==> config.mk <==
export PLATFORM = sky130hd
export DESIGN_NAME = mult_div_controller_flat
export DESIGN_NICKNAME = d
export VERILOG_FILES = /design/src/rtl/mult_div_pkg.sv /design/src/rtl/mult_div_if.sv /design/src/rtl/mult_div_step.sv /design/src/rtl/mult_div_controller.sv /design/src/flat_wrapper.sv
export SDC_FILE = /design/constraint.sdc
export NUM_CORES = 1
export LEC_CHECK = 0
export ABC_AREA = 1
export CORE_AREA = 2 2 183 365
export DETAILED_ROUTE_END_ITERATION = 16
export DIE_AREA = 0 0 185 367
export PLACE_DENSITY = 0.53
export SYNTH_ARGS = -nofsm -noshare
export SYNTH_HDL_FRONTEND = slang
export SYNTH_SLANG_ARGS = --single-unit
==> constraint.sdc <==
create_clock -name clk -period 3.8 [get_ports clk]
set_input_delay 0.76 -clock clk [delete_from_list [all_inputs] [get_ports clk]]
set_output_delay 0.76 -clock clk [all_outputs]
set_load 0.05 [all_outputs]
==> src/rtl/mult_div_pkg.sv <==
// Shared types and helpers for the HI/LO multiply/divide sequencer.
package mult_div_pkg;

  localparam int MD_DATA_WIDTH = 32;
  localparam int MD_ITERATIONS = MD_DATA_WIDTH;

  typedef enum logic [1:0] {
    MD_MULT  = 2'b00,
    MD_MULTU = 2'b01,
    MD_DIV   = 2'b10,
    MD_DIVU  = 2'b11
  } md_op_t;

  typedef enum logic [1:0] {
    IDLE = 2'd0,
    RUN  = 2'd1,
    FIX  = 2'd2
  } md_state_t;

  function automatic logic is_div_op(md_op_t op);
    return op[1];
  endfunction

  function automatic logic is_signed_op(md_op_t op);
    return ~op[0];
  endfunction

endpackage

==> src/rtl/mult_div_if.sv <==
// Pipeline-side bundle for the mult/div unit: issue, HI/LO access and status.
interface mult_div_if
  import mult_div_pkg::*;
#(
  parameter int DATA_WIDTH = MD_DATA_WIDTH
);
  // startInput is a qualified issue: it is taken only while the unit is idle;
  // while busy every request is held by the pipeline under stallOutput.
  logic                  startInput;
  md_op_t                opInput;
  logic [DATA_WIDTH-1:0] dataRsInput;
  logic [DATA_WIDTH-1:0] dataRtInput;
  logic                  hiLoReadInput;
  logic                  hiWriteInput;
  logic                  loWriteInput;
  logic [DATA_WIDTH-1:0] hiLoWriteDataInput;
  logic [DATA_WIDTH-1:0] hiOutput;
  logic [DATA_WIDTH-1:0] loOutput;
  logic                  busyOutput;
  logic                  doneOutput;
  logic                  stallOutput;

  modport master (
    output startInput, opInput, dataRsInput, dataRtInput,
    output hiLoReadInput, hiWriteInput, loWriteInput, hiLoWriteDataInput,
    input  hiOutput, loOutput, busyOutput, doneOutput, stallOutput
  );

  modport slave (
    input  startInput, opInput, dataRsInput, dataRtInput,
    input  hiLoReadInput, hiWriteInput, loWriteInput, hiLoWriteDataInput,
    output hiOutput, loOutput, busyOutput, doneOutput, stallOutput
  );

endinterface

==> src/rtl/mult_div_step.sv <==
// One combinational iteration of shift-add multiply or restoring divide
// over the packed {upper, lower} accumulator.
module mult_div_step #(
  parameter int DATA_WIDTH = 32
) (
  input  logic [2*DATA_WIDTH-1:0] acc,
  input  logic [DATA_WIDTH-1:0]   operand,
  input  logic                    is_div,
  output logic [2*DATA_WIDTH-1:0] acc_next
);

  localparam int W = DATA_WIDTH;

  logic [W:0] mul_sum;
  logic [W:0] div_diff;

  // Multiply: the multiplier sits in the low half and is consumed from bit 0.
  assign mul_sum  = {1'b0, acc[2*W-1:W]} + (acc[0] ? {1'b0, operand} : {(W+1){1'b0}});
  // Divide: remainder shifted left with the next dividend bit, then trial subtract.
  assign div_diff = acc[2*W-1:W-1] - {1'b0, operand};

  always_comb begin
    acc_next = acc;
    if (is_div) begin
      if (!div_diff[W]) acc_next = {div_diff[W-1:0], acc[W-2:0], 1'b1};
      else              acc_next = {acc[2*W-2:0], 1'b0};
    end else begin
      acc_next = {mul_sum, acc[W-1:1]};
    end
  end

endmodule

==> src/rtl/mult_div_controller.sv <==
// Multi-cycle MULT/MULTU/DIV/DIVU sequencer that owns HI/LO and stalls the
// pipeline while an operation is in flight.
module mult_div_controller
  import mult_div_pkg::*;
#(
  parameter int DATA_WIDTH = MD_DATA_WIDTH
) (
  input  logic       clk,
  input  logic       reset,
  mult_div_if.slave  bus,
  output md_state_t  dbg_state
);

  localparam int W  = DATA_WIDTH;
  localparam int CW = $clog2(W);

  md_state_t         state_q, state_d;
  logic [CW-1:0]     count_q;
  logic [2*W-1:0]    acc_q, acc_step;
  logic [W-1:0]      opnd_q, hi_q, lo_q;
  md_op_t            op_q;
  logic              rs_neg_q, rt_neg_q, div_zero_q, done_q;

  logic              start_ok, last_iter, signed_start;
  logic [W-1:0]      rs_mag, rt_mag;
  logic [2*W-1:0]    mul_res;
  logic [W-1:0]      quot_res, rem_res;

  assign start_ok     = bus.startInput && (state_q == IDLE);
  assign last_iter    = (count_q == CW'(W - 1));
  assign signed_start = is_signed_op(bus.opInput);
  assign rs_mag       = (signed_start && bus.dataRsInput[W-1]) ? -bus.dataRsInput : bus.dataRsInput;
  assign rt_mag       = (signed_start && bus.dataRtInput[W-1]) ? -bus.dataRtInput : bus.dataRtInput;

  mult_div_step #(.DATA_WIDTH(W)) u_step (
    .acc      (acc_q),
    .operand  (opnd_q),
    .is_div   (is_div_op(op_q)),
    .acc_next (acc_step)
  );

  // With a zero divisor the restoring loop leaves |rs| as remainder, so the
  // sign fix already restores rs into HI; only LO needs forcing to all-ones.
  assign mul_res  = (rs_neg_q ^ rt_neg_q) ? -acc_q : acc_q;
  assign quot_res = div_zero_q ? {W{1'b1}}
                  : ((rs_neg_q ^ rt_neg_q) ? -acc_q[W-1:0] : acc_q[W-1:0]);
  assign rem_res  = rs_neg_q ? -acc_q[2*W-1:W] : acc_q[2*W-1:W];

  always_ff @(posedge clk) begin
    if (!reset) state_q <= IDLE;
    else        state_q <= state_d;
  end

  always_comb begin
    state_d = state_q;
    case (state_q)
      IDLE:    if (start_ok) state_d = RUN;
      RUN:     if (last_iter) state_d = FIX;
      FIX:     state_d = IDLE;
      default: state_d = IDLE;
    endcase
  end

  always_ff @(posedge clk) begin
    if (!reset) begin
      count_q    <= '0;
      acc_q      <= '0;
      opnd_q     <= '0;
      hi_q       <= '0;
      lo_q       <= '0;
      op_q       <= MD_MULT;
      rs_neg_q   <= 1'b0;
      rt_neg_q   <= 1'b0;
      div_zero_q <= 1'b0;
      done_q     <= 1'b0;
    end else begin
      done_q <= 1'b0;
      case (state_q)
        IDLE: begin
          if (start_ok) begin
            op_q       <= bus.opInput;
            rs_neg_q   <= signed_start & bus.dataRsInput[W-1];
            rt_neg_q   <= signed_start & bus.dataRtInput[W-1];
            div_zero_q <= (bus.dataRtInput == '0);
            count_q    <= '0;
            acc_q      <= is_div_op(bus.opInput) ? {{W{1'b0}}, rs_mag} : {{W{1'b0}}, rt_mag};
            opnd_q     <= is_div_op(bus.opInput) ? rt_mag : rs_mag;
          end else begin
            if (bus.hiWriteInput) hi_q <= bus.hiLoWriteDataInput;
            if (bus.loWriteInput) lo_q <= bus.hiLoWriteDataInput;
          end
        end
        RUN: begin
          acc_q   <= acc_step;
          count_q <= count_q + 1'b1;
        end
        FIX: begin
          if (is_div_op(op_q)) begin
            hi_q <= rem_res;
            lo_q <= quot_res;
          end else begin
            hi_q <= mul_res[2*W-1:W];
            lo_q <= mul_res[W-1:0];
          end
          done_q <= 1'b1;
        end
        default: ;
      endcase
    end
  end

  assign bus.hiOutput    = hi_q;
  assign bus.loOutput    = lo_q;
  assign bus.busyOutput  = (state_q != IDLE);
  assign bus.doneOutput  = done_q;
  assign bus.stallOutput = bus.busyOutput &
                           (bus.startInput | bus.hiLoReadInput | bus.hiWriteInput | bus.loWriteInput);
  assign dbg_state       = state_q;

endmodule
==> src/flat_wrapper.sv <==
// flat-port wrapper written by rule: the top's interface ports become plain ports
module mult_div_controller_flat import mult_div_pkg::*;
#(
  parameter int DATA_WIDTH = MD_DATA_WIDTH
)
  (clk, reset, dbg_state, bus_startInput, bus_opInput, bus_dataRsInput, bus_dataRtInput, bus_hiLoReadInput, bus_hiWriteInput, bus_loWriteInput, bus_hiLoWriteDataInput, bus_hiOutput, bus_loOutput, bus_busyOutput, bus_doneOutput, bus_stallOutput);
  mult_div_if #(.DATA_WIDTH(DATA_WIDTH)) bus_i ();
  input  logic clk;
  input  logic reset;
  output md_state_t dbg_state;
  input wire logic [$bits(bus_i.startInput)-1:0] bus_startInput;
  input wire logic [$bits(bus_i.opInput)-1:0] bus_opInput;
  input wire logic [$bits(bus_i.dataRsInput)-1:0] bus_dataRsInput;
  input wire logic [$bits(bus_i.dataRtInput)-1:0] bus_dataRtInput;
  input wire logic [$bits(bus_i.hiLoReadInput)-1:0] bus_hiLoReadInput;
  input wire logic [$bits(bus_i.hiWriteInput)-1:0] bus_hiWriteInput;
  input wire logic [$bits(bus_i.loWriteInput)-1:0] bus_loWriteInput;
  input wire logic [$bits(bus_i.hiLoWriteDataInput)-1:0] bus_hiLoWriteDataInput;
  output wire logic [$bits(bus_i.hiOutput)-1:0] bus_hiOutput;
  output wire logic [$bits(bus_i.loOutput)-1:0] bus_loOutput;
  output wire logic [$bits(bus_i.busyOutput)-1:0] bus_busyOutput;
  output wire logic [$bits(bus_i.doneOutput)-1:0] bus_doneOutput;
  output wire logic [$bits(bus_i.stallOutput)-1:0] bus_stallOutput;
  assign bus_i.startInput = bus_startInput;
  assign bus_i.opInput = bus_opInput;
  assign bus_i.dataRsInput = bus_dataRsInput;
  assign bus_i.dataRtInput = bus_dataRtInput;
  assign bus_i.hiLoReadInput = bus_hiLoReadInput;
  assign bus_i.hiWriteInput = bus_hiWriteInput;
  assign bus_i.loWriteInput = bus_loWriteInput;
  assign bus_i.hiLoWriteDataInput = bus_hiLoWriteDataInput;
  assign bus_hiOutput = bus_i.hiOutput;
  assign bus_loOutput = bus_i.loOutput;
  assign bus_busyOutput = bus_i.busyOutput;
  assign bus_doneOutput = bus_i.doneOutput;
  assign bus_stallOutput = bus_i.stallOutput;
  mult_div_controller #(.DATA_WIDTH(DATA_WIDTH)) u_core (.clk(clk), .reset(reset), .bus(bus_i), .dbg_state(dbg_state));
endmodule
-- After elaboration in Yosys (flattened, before gate mapping)
Index checks and enable logic that the tools add are counted.
- input bits: 104
- register bits after elaboration: 173
- output and inout bits: 69
- muxes and demuxes: 27
- reductions and logical operators: 13
- eq/ne operators: 8
- bitwise logic cells: 8
- add/sub/neg operators: 8
- operator list (kind ; number):
    $mux 32 ; 14
    $mux 64 ; 4
    $neg 32->32 ; 4
    $pmux 32 s2 ; 2
    $pmux 64 s2 ; 1
    $neg 64->64 ; 1
    $add 32x33->33 ; 1
    $sub 33x32->33 ; 1
    $logic_not 32->1 ; 1
    $pmux 5 s2 ; 1
    $ne 2x2->1 const B ; 3
    $reduce_and 2->1 ; 3
    $reduce_and 3->1 ; 2
    $reduce_bool 2->1 ; 3
    $add 5x1->5 const B ; 1
    $eq 5x5->1 const B ; 1
    $mux 5 ; 1
    $mux 2 ; 2
    $ne 2x1->1 const B ; 2
    $pmux 2 s2 ; 1
    $and 1x1->1 ; 3
    $logic_and 1x1->1 ; 3
    $or 1x1->1 ; 3
    $eq 2x1->1 const B ; 1
    5 further kinds ; 5

-- Longest topological paths before layout
Gate-level depths: netlist of the first run.
- depth after elaboration: 6
- mapped depth: 20
- gate-level depth less buffers: 19

-- Cells and area by module
A second synthesis of the first run with hierarchy kept.
- cells, all modules: 3318
- area total of the unflattened synthesis: 18342.6 um^2
- by module, submodules not included (module ; area an instance (um^2) ; times used ; cells an instance):
    mult_div_controller ; 11886.4 ; 1 ; 2008
    mult_div_step ; 6456.2 ; 1 ; 1310

-- Worst setup path after synthesis of the first run
Ideal clock, no wire load.
- path type: register to register
- from: reg u_core.acc_q[0]
- to: reg u_core.acc_q[61]
- library setup time: 0.132 ns
- data arrival time: 2.427 ns
- slack: 1.241 ns
- clock period less this slack: 2.559 ns
- stages on the path, launching flop included: 18
- cell sequence: dfxtp_1 buf_2 buf_1 nand2_1 inv_1 ha_1 inv_1 fa_1 o21ai_1 nand2_1 nand2_1 inv_1 o21ai_1 nand2_1 nand3_1 nand3_1 nand3_1 a21oi_1
- word-level cells in the longest chain between the ends: 4
- RTL lines (what ; line ; text):
    start: declaration ; mult_div_controller.sv:19 ; logic [2*W-1:0] acc_q, acc_step;
    start signal: assignment ; mult_div_controller.sv:86 ; acc_q <= is_div_op(bus.opInput) ? {{W{1'b0}}, rs_mag} : {{W{1'b0}}, rt_mag};
    start signal: assignment ; mult_div_controller.sv:94 ; acc_q <= acc_step;
    $mux 32 ; mult_div_step.sv:18 ; assign mul_sum = {1'b0, acc[2*W-1:W]} + (acc[0] ? {1'b0, operand} : {(W+1){1'b0}});
    $add 32x33->33 ; mult_div_step.sv:18 ;
    $mux 64 ; mult_div_step.sv:24 ; if (is_div) begin
    $pmux 64 s2 ; mult_div_controller.sv:78 ; case (state_q)
No other way between the ends.
A chain may end at the register's enable or synchronous reset.

-- Worst setup path in the final report of the first run
- from: reg u_core.acc_q[0]
- to: reg u_core.acc_q[45]
The elaborated chain is that of the path after synthesis.

==> impl_metrics.json, run 1 <==
{
  "powerDensity_mw_per_mm2": 348,
  "globalRoute.totalOverflow": 0,
  "area_inside_the_core_boundary_mm2": 0.0652,
  "crit_path_max_fanout": 35,
  "instance_count_of_the_mapped_netlist": 3117,
  "clock_latency_ns": 0.48,
  "min_to": "u_core.count_q[3]",
  "synth_edf_count": 0,
  "wl_met1_mm": 34.9,
  "diodes": 0,
  "required_time_reported_for_the_critical_path_endpoint_ns": 4.20,
  "wl_met2_mm": 40.1,
  "design.final.nets": 3427,
  "async_reset_ff_frac": 0,
  "crit_type": "flip-flop to flip-flop",
  "first_pass_grt_wire_length_mm": 123,
  "clock_path_buffers": 2,
  "cts_tree": "built",
  "finalSetupTns_ns": 0,
  "irDropWorstVdd_mv": 0.329,
  "grt_pass1_vias": 19600,
  "synth-warning-count": 0,
  "areaGrowthSynthToFinish_pct": 19.3,
  "worst_ep_arrival_time_ns": 3.63,
  "cts_post_setup_buffers_inserted": 0,
  "placementRows": 133,
  "report.final.hold_viol_count": 0,
  "drtIter0Drc": 1967,
  "drc": 0,
  "synth_fp_nets": 3293,
  "hold_path_class": "flip-flop to flip-flop",
  "grt_util_all_layers": 0.243,
  "design_power_total_mw": 7.26,
  "clkSinkCount": 172,
  "outcome": "finished, final reports clean",
  "synthDistinctLibCells": 49,
  "holdCritStartpoint": "u_core.count_q[3]",
  "finalSetupViolations": 0,
  "yosysSeqAreaShare": 0.197,
  "postCtsHoldBufs": 0,
  "reg2reg_setup_slack_ns": 0.56,
  "max_freq_mhz": 309,
  "final_period_minus_worst_setup_slack_ns": 3.24,
  "post_synth_instance_area_mm2": 0.0175,
  "antenna_violating_nets_post_route": 0,
  "crit-reg2reg-launch": "u_core.acc_q[0]",
  "tritoncts_buffer_count": 17,
  "worst_setup_path_startpoint": "u_core.acc_q[0]",
  "rr_worst_depth": 14,
  "largest_net_degree_at_the_start_of_global_routing": 59,
  "max_slew.worst_pin.slew_ns": 0.780,
  "slew_violations": 0,
  "vias": 21000,
  "highest-signal-layer": "met4",
  "x_dimension_of_the_die_um": 185,
  "total_routed_wirelength_mm": 84.1,
  "syn-mean-instance-area_um2": 5.61,
  "grt_setup_unrepaired": "false",
  "dp.final_hpwl_mm": 68.6,
  "die_y_um": 367,
  "tcrit_tclk_final": 0.852,
  "port-buffer-count": 172,
  "slew_headroom": 0.480,
  "worstSetupStartpointType": "flip-flop",
  "routed-wl-met3_mm": 4.31,
  "area_of_the_die_mm2": 0.0679,
  "drive_gt1_frac": 0.0469,
  "route.detailed.vias_per_inst": 5.07,
  "critPathCaptureType": "flip-flop",
  "design.portCount": 173,
  "grt_antenna_before_repair": 0,
  "fin_skew_ns": 0.0300,
  "ys_seq_elements": 172,
  "maxCapViolCount": 0,
  "ys.flop_type": "sky130_fd_sc_hd__dfxtp_1",
  "floorplan.initialDensity": 0.268,
  "cts.repair.resized": 0,
  "clock-root-buffer": "sky130_fd_sc_hd__clkbuf_16",
  "cellLeakagePower_nw": 9.72,
  "gp_congestion": 0.993,
  "hold_depth": 2,
  "cts.clk_slew.worst_paths_ns": 0.08,
  "drt_pass1_iterations": 8,
  "drt-wirelength-per-cell_um": 20.3,
  "worst_r2r_endpoint": "u_core.acc_q[45]",
  "cts.htree.levels": 4
}
## flip-flops by register name (all words and copies together), names as in the netlist
register	count
u_core.dbg_state	2
u_core.bus.loOutput	32
u_core.div_zero_q	1
u_core.bus.hiOutput	32
u_core.op_q	1
u_core.acc_q	64
u_core.opnd_q	32
u_core.rs_neg_q	1
u_core.bus.doneOutput	1
u_core.rt_neg_q	1
u_core.count_q	5
## per-layer routing
metal  GRT usage  vias to the layer above
met4       0.129                        0
met2       0.412                      747
met3      0.0257                      153
met5           0                        -
li1            -                    10400
met1       0.300                     9682
## worst max path at each step
| stage | endpoint | slack [ns] | cells past startpoint |
|---|---|---|---|
| 5_1_grt | u_core.acc_q[61] | 0.40 | 16 |
| 3_5_place_dp | u_core.acc_q[24] | 0.45 | 12 |
| 6_report | u_core.acc_q[45] | 0.56 | 14 |
| 4_1_cts | u_core.acc_q[45] | 0.66 | 14 |
| 3_3_place_gp | u_core.acc_q[24] | 0.44 | 12 |
| 2_1_floorplan | u_core.acc_q[61] | 1.24 | 17 |
## area by class of cell
type                            count  area (um^2)
Multi-Input combinational cell   2347        11800
Fill cell                        7566        44400
Sequential cell                   172         3440
Timing Repair Buffer              239         2220
Tap cell                          877         1100
Clock inverter                     12          125
Clock buffer                       19          443
Inverter                          474         1780
## cells in the final DEF (no fill, tap or decap), types with 8 or more instances in the layout
cell type	synthesis	layout
sky130_fd_sc_hd__nand2_2	10	10
sky130_fd_sc_hd__nand3_1	284	284
sky130_fd_sc_hd__o221ai_1	11	11
sky130_fd_sc_hd__nand4_1	43	43
sky130_fd_sc_hd__clkdlybuf4s50_1	0	171
sky130_fd_sc_hd__xnor2_1	8	8
sky130_fd_sc_hd__dfxtp_1	172	171
sky130_fd_sc_hd__a21oi_1	263	263
sky130_fd_sc_hd__xor2_1	67	67
sky130_fd_sc_hd__or2_2	10	10
sky130_fd_sc_hd__nand2_1	825	825
sky130_fd_sc_hd__nor2_1	270	267
sky130_fd_sc_hd__o21ai_0	269	268
sky130_fd_sc_hd__nor2_4	5	8
sky130_fd_sc_hd__a31oi_1	39	39
sky130_fd_sc_hd__nand3b_1	17	17
sky130_fd_sc_hd__buf_4	2	68
sky130_fd_sc_hd__o211ai_1	25	25
sky130_fd_sc_hd__o21bai_1	14	14
sky130_fd_sc_hd__a21o_1	9	9
sky130_fd_sc_hd__nor3_1	42	42
sky130_fd_sc_hd__ha_1	70	70
sky130_fd_sc_hd__clkbuf_16	0	17
sky130_fd_sc_hd__inv_1	467	466
## cell usage after synthesis, types with 6 or more instances
| library cell | number | area, um^2 |
|---|---|---|
| sky130_fd_sc_hd__a21o_1 | 9 | 67.6 |
| sky130_fd_sc_hd__a21oi_1 | 263 | 1320 |
| sky130_fd_sc_hd__a22oi_1 | 7 | 52.6 |
| sky130_fd_sc_hd__a31oi_1 | 39 | 244 |
| sky130_fd_sc_hd__and2_1 | 7 | 43.8 |
| sky130_fd_sc_hd__buf_1 | 14 | 52.6 |
| sky130_fd_sc_hd__buf_2 | 17 | 85.1 |
| sky130_fd_sc_hd__clkbuf_1 | 85 | 319 |
| sky130_fd_sc_hd__dfxtp_1 | 172 | 3440 |
| sky130_fd_sc_hd__ha_1 | 70 | 876 |
| sky130_fd_sc_hd__inv_1 | 467 | 1750 |
| sky130_fd_sc_hd__nand2_1 | 825 | 3100 |
| sky130_fd_sc_hd__nand2_2 | 10 | 62.6 |
| sky130_fd_sc_hd__nand3_1 | 284 | 1420 |
| sky130_fd_sc_hd__nand3b_1 | 17 | 128 |
| sky130_fd_sc_hd__nand4_1 | 43 | 269 |
| sky130_fd_sc_hd__nor2_1 | 270 | 1010 |
| sky130_fd_sc_hd__nor2_2 | 6 | 37.5 |
| sky130_fd_sc_hd__nor3_1 | 42 | 210 |
| sky130_fd_sc_hd__o211ai_1 | 25 | 188 |
| sky130_fd_sc_hd__o21ai_0 | 269 | 1350 |
| sky130_fd_sc_hd__o21ai_1 | 7 | 35.0 |
| sky130_fd_sc_hd__o21ai_2 | 6 | 52.6 |
| sky130_fd_sc_hd__o21bai_1 | 14 | 105 |
| sky130_fd_sc_hd__o221ai_1 | 11 | 96.3 |
| sky130_fd_sc_hd__o31ai_1 | 7 | 52.6 |
| sky130_fd_sc_hd__or2_2 | 10 | 62.6 |
| sky130_fd_sc_hd__xnor2_1 | 8 | 70.1 |
| sky130_fd_sc_hd__xor2_1 | 67 | 587 |
## critical path: stages (launching register included)
cell and delay, ns:
sky130_fd_sc_hd__dfxtp_1 0.36, sky130_fd_sc_hd__buf_4 0.43, sky130_fd_sc_hd__nand2_1 0.14, sky130_fd_sc_hd__inv_1 0.07, sky130_fd_sc_hd__ha_1 0.21, sky130_fd_sc_hd__nand2_1 0.07
sky130_fd_sc_hd__o21ai_1 0.50, sky130_fd_sc_hd__nand2_1 0.12, sky130_fd_sc_hd__nand2_1 0.14, sky130_fd_sc_hd__inv_1 0.09, sky130_fd_sc_hd__o21ai_1 0.36, sky130_fd_sc_hd__nor2_1 0.07
sky130_fd_sc_hd__o21ai_0 0.31, sky130_fd_sc_hd__nand3_1 0.12, sky130_fd_sc_hd__a21oi_1 0.15
## cell families (layout without fill, tap and decap cells)
| group | Yosys count | count (layout) | share of synthesized area |
|---|---|---|---|
| simple gates | 1529 | 1529 | 0.371 |
| compound gates | 671 | 671 | 0.210 |
| xor+xnor | 75 | 75 | 0.0376 |
| flops | 172 | 172 | 0.197 |
| buf+inv | 598 | 744 | 0.133 |
| fa+ha+maj | 72 | 72 | 0.0524 |
## power breakdown
group,switching (mW),internal (mW),total [mW]
Sequential,0.169,1.95,2.12
Combinational,2.29,1.02,3.31
Clock,0.938,0.888,1.83
Total,3.40,3.86,7.26
## through the flow
step | utilization | setup slack, ns | instance area [um^2] | hold WS (ns) | std cells
detailed placement | 0.311 | 0.452 | 20300 | 0.459 | 4109
CTS | 0.320 | 0.656 | 20900 | 0.470 | 4140
floorplan | - | 1.24 | 17500 | 0.444 | 3117
global route | 0.320 | 0.403 | 20900 | 0.488 | 4140
global placement | 0.311 | 0.443 | 20300 | 0.452 | 4109
finish | 0.320 | 0.562 | 20900 | 0.471 | 4140
No activity file was read; power rests on OpenSTA's default activity.
==> run 2: changes to the inputs <==
--- a/config.mk
+++ b/config.mk
@@ -6,10 +6,11 @@
 export NUM_CORES = 1
 export LEC_CHECK = 0
 export ABC_AREA = 1
+export ABC_CLOCK_PERIOD_IN_PS = 3800
 export CORE_AREA = 2 2 183 365
 export DETAILED_ROUTE_END_ITERATION = 16
 export DIE_AREA = 0 0 185 367
-export PLACE_DENSITY = 0.53
+export PLACE_DENSITY_LB_ADDON = 0.08
 export SYNTH_ARGS = -nofsm -noshare
 export SYNTH_HDL_FRONTEND = slang
 export SYNTH_SLANG_ARGS = --single-unit
==> run 2 against run 1 <==
Against the previous run: non-clock buffer count is 4 lower; sequential cell count unchanged; critical path depth grew 4; critical path type unchanged; highest routed layer unchanged.
==> impl_metrics.json, run 2 (same netlist as run 1, synthesis figures left out) <==
{
  "multiInputGateArea_mm2": 0.0118,
  "clkSinkCount": 172,
  "worst-path-buf-inv": 3,
  "clock_latency_ns": 0.48,
  "final_period_minus_worst_setup_slack_ns": 3.33,
  "cellLeakagePower_nw": 9.71,
  "outcome": "finished, final reports clean",
  "areaGrowthSynthToFinish_pct": 19.4,
  "drive_gt1_frac": 0.0460,
  "gp_congestion": 0.953,
  "tcrit_tclk_final": 0.875,
  "required_time_reported_for_the_critical_path_endpoint_ns": 4.14,
  "clock_path_buffers": 2,
  "cp_slowest_cell": "sky130_fd_sc_hd__dfxtp_1",
  "drtIter0Drc": 1561,
  "drt_pass1_iterations": 6,
  "cts.repair.resized": 0,
  "max_freq_mhz": 301,
  "die_y_um": 367,
  "floorplan.initialDensity": 0.268,
  "crit-reg2reg-launch": "u_core.acc_q[31]",
  "port-buffer-count": 172,
  "vias": 20900,
  "globalRoute.totalOverflow": 0,
  "seqCellArea_mm2": 0.00344,
  "dp.final_hpwl_mm": 72.8,
  "fin_skew_ns": 0.0128,
  "cts_post_setup_buffers_inserted": 0,
  "maxCapViolCount": 0,
  "total_routed_wirelength_mm": 89.1,
  "placementRows": 133,
  "tritoncts_buffer_count": 17,
  "instances_no_fill": 4136,
  "grt_pass1_vias": 19900,
  "most-common-layout-cells": "sky130_fd_sc_hd__nand2_1 (825), sky130_fd_sc_hd__inv_1 (465), sky130_fd_sc_hd__nand3_1 (284)",
  "postPlaceCellArea_mm2": 0.0203,
  "max_slew.worst_pin.slew_ns": 0.838,
  "crit_path_max_fanout": 19,
  "cts.clk_slew.worst_paths_ns": 0.07,
  "critical_path_depth": 18,
  "worst_setup_path_startpoint": "u_core.acc_q[31]",
  "critical_path_cell_list": "inv_1, ha_1, fa_1, inv_1, nand2_1, nand2_1, nand3_1, nand2_2, nand2_2, nand2_2, nand2_2, nand3_2, buf_4, nand3_1, nand2_1, nand2_1, nand3_1, a21oi_1",
  "reg2reg_setup_slack_ns": 0.47,
  "x_dimension_of_the_die_um": 185,
  "design.portCount": 173,
  "cpLargestDelayFamily": "simple AND/OR/NAND/NOR gates",
  "drc": 0,
  "slew_headroom": 0.435,
  "crit_type": "flip-flop to flip-flop",
  "first_pass_grt_wire_length_mm": 130,
  "worst_ep_arrival_time_ns": 3.66,
  "rr_worst_depth": 18,
  "critPathCaptureType": "flip-flop",
  "largest_net_degree_at_the_start_of_global_routing": 69,
  "postCtsHoldBufs": 0,
  "worst_r2r_endpoint": "u_core.acc_q[61]",
  "powerDensity_mw_per_mm2": 351,
  "top_register": "u_core.acc_q",
  "report.final.hold_viol_count": 0,
  "irDropWorstVdd_mv": 0.377,
  "antenna_violating_nets_post_route": 0,
  "final_common_cell": "sky130_fd_sc_hd__nand2_1",
  "grt_util_all_layers": 0.260,
  "route.detailed.vias_per_inst": 5.05,
  "grt_antenna_before_repair": 0,
  "area_of_the_die_mm2": 0.0679,
  "largest_reg_flops": 64,
  "maximum_single_stage_delay_on_the_critical_path_ns": 0.49,
  "cts.htree.levels": 4,
  "finalInstanceArea_mm2": 0.0209,
  "slew_violations": 0,
  "grt_setup_unrepaired": "false",
  "diodes": 0,
  "capture_point_of_the_worst_path": "u_core.acc_q[61]",
  "numPlacedInstances": 4105,
  "hold_path_class": "flip-flop to flip-flop",
  "finalSetupViolations": 0,
  "area_inside_the_core_boundary_mm2": 0.0652,
  "design.final.nets": 3423,
  "clock-root-buffer": "sky130_fd_sc_hd__clkbuf_16",
  "fillers": 7610,
  "finalSetupTns_ns": 0,
  "worstSetupStartpointType": "flip-flop",
  "cts_tree": "built",
  "drt-wirelength-per-cell_um": 21.6
}
run 2: changes by cell type in the layout (fill, tap and decap cells not counted), sizes merged:
cell and delta:
buf -4, inv -2, bufinv +1, clkinvlp -1, clkbuf -1, clkinv +3
run 2: layout make-up:
class	instances	area share
well taps	877	0.0526
inverters	474	0.0852
multi-input cells	2347	0.563
clock buffers	18	0.0206
flip-flops and latches	172	0.165
clock inverters	13	0.00653
repair buffers	235	0.107
run 2: worst min-delay path by stage:
stage               cells after the start  slack, ns           endpoint              start
floorplan                               2       0.44    u_core.rt_neg_q    u_core.rt_neg_q
global placement                        2       0.45  u_core.count_q[4]  u_core.count_q[4]
detailed placement                      2       0.46  u_core.count_q[3]  u_core.count_q[3]
CTS                                     2       0.47  u_core.count_q[3]  u_core.count_q[3]
global route                            2       0.49  u_core.count_q[3]  u_core.count_q[3]
finish                                  2       0.47  u_core.count_q[3]  u_core.count_q[3]
run 2: tightest hold or removal path: stages (launching register included):
cell and delay, ns:
sky130_fd_sc_hd__dfxtp_1 0.31, sky130_fd_sc_hd__nand2_1 0.06, sky130_fd_sc_hd__a21oi_1 0.06
run 2: through the flow:
stage	power [mW]	hold slack, ns	utilization	setup WS, ns
after floorplan	4.27	0.444	-	1.24
final	7.32	0.469	0.320	0.475
after CTS	7.36	0.471	0.320	0.491
after detailed placement	5.50	0.459	0.311	0.365
after global routing	7.77	0.489	0.320	0.302
after global placement	5.51	0.454	0.311	0.345
run 2: report_power, final:
| part | switching (mW) | internal, mW | total (mW) | leakage (nW) |
|---|---|---|---|---|
| clock network | 0.912 | 0.921 | 1.83 | 0.282 |
| logic | 2.34 | 1.03 | 3.37 | 8.02 |
| registers | 0.169 | 1.95 | 2.12 | 1.41 |
| total | 3.43 | 3.90 | 7.32 | 9.71 |
run 2: layer usage:
layer / up-vias / share of wire / track usage / routed length (um)
li1: 10400 / - / - / -
met1: 9723 / 0.42 / 0.318 / 37500
met2: 618 / 0.48 / 0.444 / 43100
met3: 129 / 0.037 / 0.0232 / 3280
met4: 0 / 0.060 / 0.141 / 5320
met5: - / 0 / 0 / 0
==> run 3: changes to the inputs <==
--- a/config.mk
+++ b/config.mk
@@ -6,10 +6,10 @@
 export NUM_CORES = 1
 export LEC_CHECK = 0
 export ABC_AREA = 1
-export ABC_CLOCK_PERIOD_IN_PS = 3800
-export CORE_AREA = 2 2 183 365
+export ABC_CLOCK_PERIOD_IN_PS = 3000
+export CORE_AREA = 8 8 189 371
 export DETAILED_ROUTE_END_ITERATION = 16
-export DIE_AREA = 0 0 185 367
+export DIE_AREA = 0 0 197 379
 export PLACE_DENSITY_LB_ADDON = 0.08
 export SYNTH_ARGS = -nofsm -noshare
 export SYNTH_HDL_FRONTEND = slang
==> constraint.sdc (replaced) <==
create_clock -name clk -period 3 [get_ports clk]
set_input_delay 0.6 -clock clk [delete_from_list [all_inputs] [get_ports clk]]
set_output_delay 0.6 -clock clk [all_outputs]
set_load 0.05 [all_outputs]
==> run 3 against run 2 <==
Against the previous run: worst setup slack lost 0.26 ns; largest power group unchanged; worst hold slack lost 0.00091 ns; highest routed layer unchanged; cell count grew 2.2%; clock power grew 25%; combinational power grew 34%.
==> impl_metrics.json, run 3 (same netlist as run 1, synthesis figures left out) <==
{
  "outcome": "finished, final reports clean",
  "drc": 0,
  "tcrit_tclk_final": 0.929,
  "maxCapViolCount": 0,
  "postPlaceCellArea_mm2": 0.0211,
  "clock_latency_ns": 0.49,
  "fillers": 7524,
  "grt_pass1_vias": 20600,
  "areaGrowthSynthToFinish_pct": 23.7,
  "hold_depth": 2,
  "cts.clk_slew.worst_paths_ns": 0.09,
  "x_dimension_of_the_die_um": 197,
  "vias": 21200,
  "design_power_total_mw": 9.48,
  "design.portCount": 173,
  "first_pass_grt_wire_length_mm": 135,
  "multiInputGateArea_mm2": 0.0118,
  "area_inside_the_core_boundary_mm2": 0.0652,
  "max_freq_mhz": 359,
  "seqCellArea_mm2": 0.00345,
  "place_ws_ns": -0.0738,
  "area_of_the_die_mm2": 0.0747,
  "grt_setup_unrepaired": "false",
  "final_common_cell": "sky130_fd_sc_hd__nand2_1",
  "drt-wirelength-per-cell_um": 22.0,
  "total_routed_wirelength_mm": 92.9,
  "max_slew.worst_pin.slew_ns": 0.769,
  "crit_type": "flip-flop to flip-flop",
  "cts.repair.resized": 0,
  "gp_congestion": 0.945,
  "clkSinkCount": 172,
  "tritoncts_buffer_count": 17,
  "cts_post_setup_buffers_inserted": 0,
  "drive_gt1_frac": 0.0732,
  "finalHoldWorstSlack_ns": 0.468,
  "postCtsHoldBufs": 0,
  "top_register": "u_core.acc_q",
  "globalRoute.totalOverflow": 0,
  "cts.htree.levels": 4,
  "placementRows": 133,
  "required_time_reported_for_the_critical_path_endpoint_ns": 3.38,
  "hold_path_class": "flip-flop to flip-flop",
  "rr_worst_depth": 15,
  "worst_ep_arrival_time_ns": 3.16,
  "slew_headroom": 0.487,
  "report.final.hold_viol_count": 0,
  "port-buffer-count": 172,
  "grt_antenna_before_repair": 0,
  "finalSetupViolations": 0,
  "worstSetupStartpointType": "flip-flop",
  "slew_violations": 0,
  "grt_util_all_layers": 0.244,
  "finalWorstSetupSlack_ns": 0.213,
  "critPathCaptureType": "flip-flop",
  "largest_net_degree_at_the_start_of_global_routing": 126,
  "route.detailed.vias_per_inst": 5.01,
  "cellLeakagePower_nw": 10.2,
  "drtIter0Drc": 1533,
  "largest_reg_flops": 64,
  "clock_path_buffers": 2,
  "drt_pass1_iterations": 6,
  "dp.final_hpwl_mm": 77.5,
  "finalInstanceArea_mm2": 0.0216,
  "cts_tree": "built",
  "fin_skew_ns": 0.0224,
  "final_core_util": 0.332,
  "floorplan.initialDensity": 0.268,
  "powerDensity_mw_per_mm2": 438,
  "irDropWorstVdd_mv": 0.447,
  "final_period_minus_worst_setup_slack_ns": 2.79,
  "most-common-layout-cells": "sky130_fd_sc_hd__nand2_1 (825), sky130_fd_sc_hd__inv_1 (465), sky130_fd_sc_hd__nand3_1 (282)",
  "clock-root-buffer": "sky130_fd_sc_hd__clkbuf_16",
  "design.final.nets": 3513,
  "reg2reg_setup_slack_ns": 0.21,
  "crit_path_max_fanout": 10,
  "die_y_um": 379,
  "antenna_violating_nets_post_route": 0
}
[run 3: routing by layer]
layer | share of wire | GRT usage
met5 | 0 | 0
met4 | 0.048 | 0.118
met1 | 0.41 | 0.290
met3 | 0.038 | 0.0228
met2 | 0.50 | 0.433
[run 3: path summary, 6_finish.rpt]
check                      endpoint         startpoint
setup / recovery   u_core.acc_q[35]  u_core.opnd_q[27]
setup reg to reg   u_core.acc_q[35]  u_core.opnd_q[27]
hold reg to reg   u_core.count_q[4]  u_core.count_q[4]
hold / removal    u_core.count_q[4]  u_core.count_q[4]
[run 3: cell type report]
cell class,count,share of cell area
antenna,2,0.000231
clock buffer,21,0.0217
clock inverter,10,0.00382
inverter,474,0.0822
multi-input combinational,2347,0.544
sequential,172,0.159
tap,877,0.0507
timing repair buffer,325,0.138
[run 3: stage by stage]
stage,cells,setup TNS [ns]
4_1_cts,4226,0
5_1_grt,4226,0
3_5_place_dp,4195,-0.151
3_3_place_gp,4195,-0.204
6_report,4228,0
2_1_floorplan,3117,0
[run 3: where the power goes]
part	total [mW]	switching, mW	leakage [nW]	internal [mW]
logic	4.53	3.06	8.50	1.46
registers	2.67	0.201	1.41	2.47
clock network	2.28	1.15	0.269	1.14
total	9.48	4.41	10.2	5.07
[run 3: worst max-delay path, cell delays in order, from the launching register on]
cell and delay [ns]:
sky130_fd_sc_hd__dfxtp_1 0.40, sky130_fd_sc_hd__inv_1 0.09, sky130_fd_sc_hd__ha_1 0.34, sky130_fd_sc_hd__a21oi_1 0.23, sky130_fd_sc_hd__nand2_1 0.14, sky130_fd_sc_hd__nand2_1 0.08, sky130_fd_sc_hd__nand2_1 0.09, sky130_fd_sc_hd__a21oi_2 0.29
sky130_fd_sc_hd__nand3_2 0.24, sky130_fd_sc_hd__nand2_4 0.19, sky130_fd_sc_hd__buf_4 0.20, sky130_fd_sc_hd__nand2_1 0.06, sky130_fd_sc_hd__o21ai_1 0.11, sky130_fd_sc_hd__nand2_1 0.09, sky130_fd_sc_hd__nand2_1 0.07, sky130_fd_sc_hd__a21oi_1 0.05
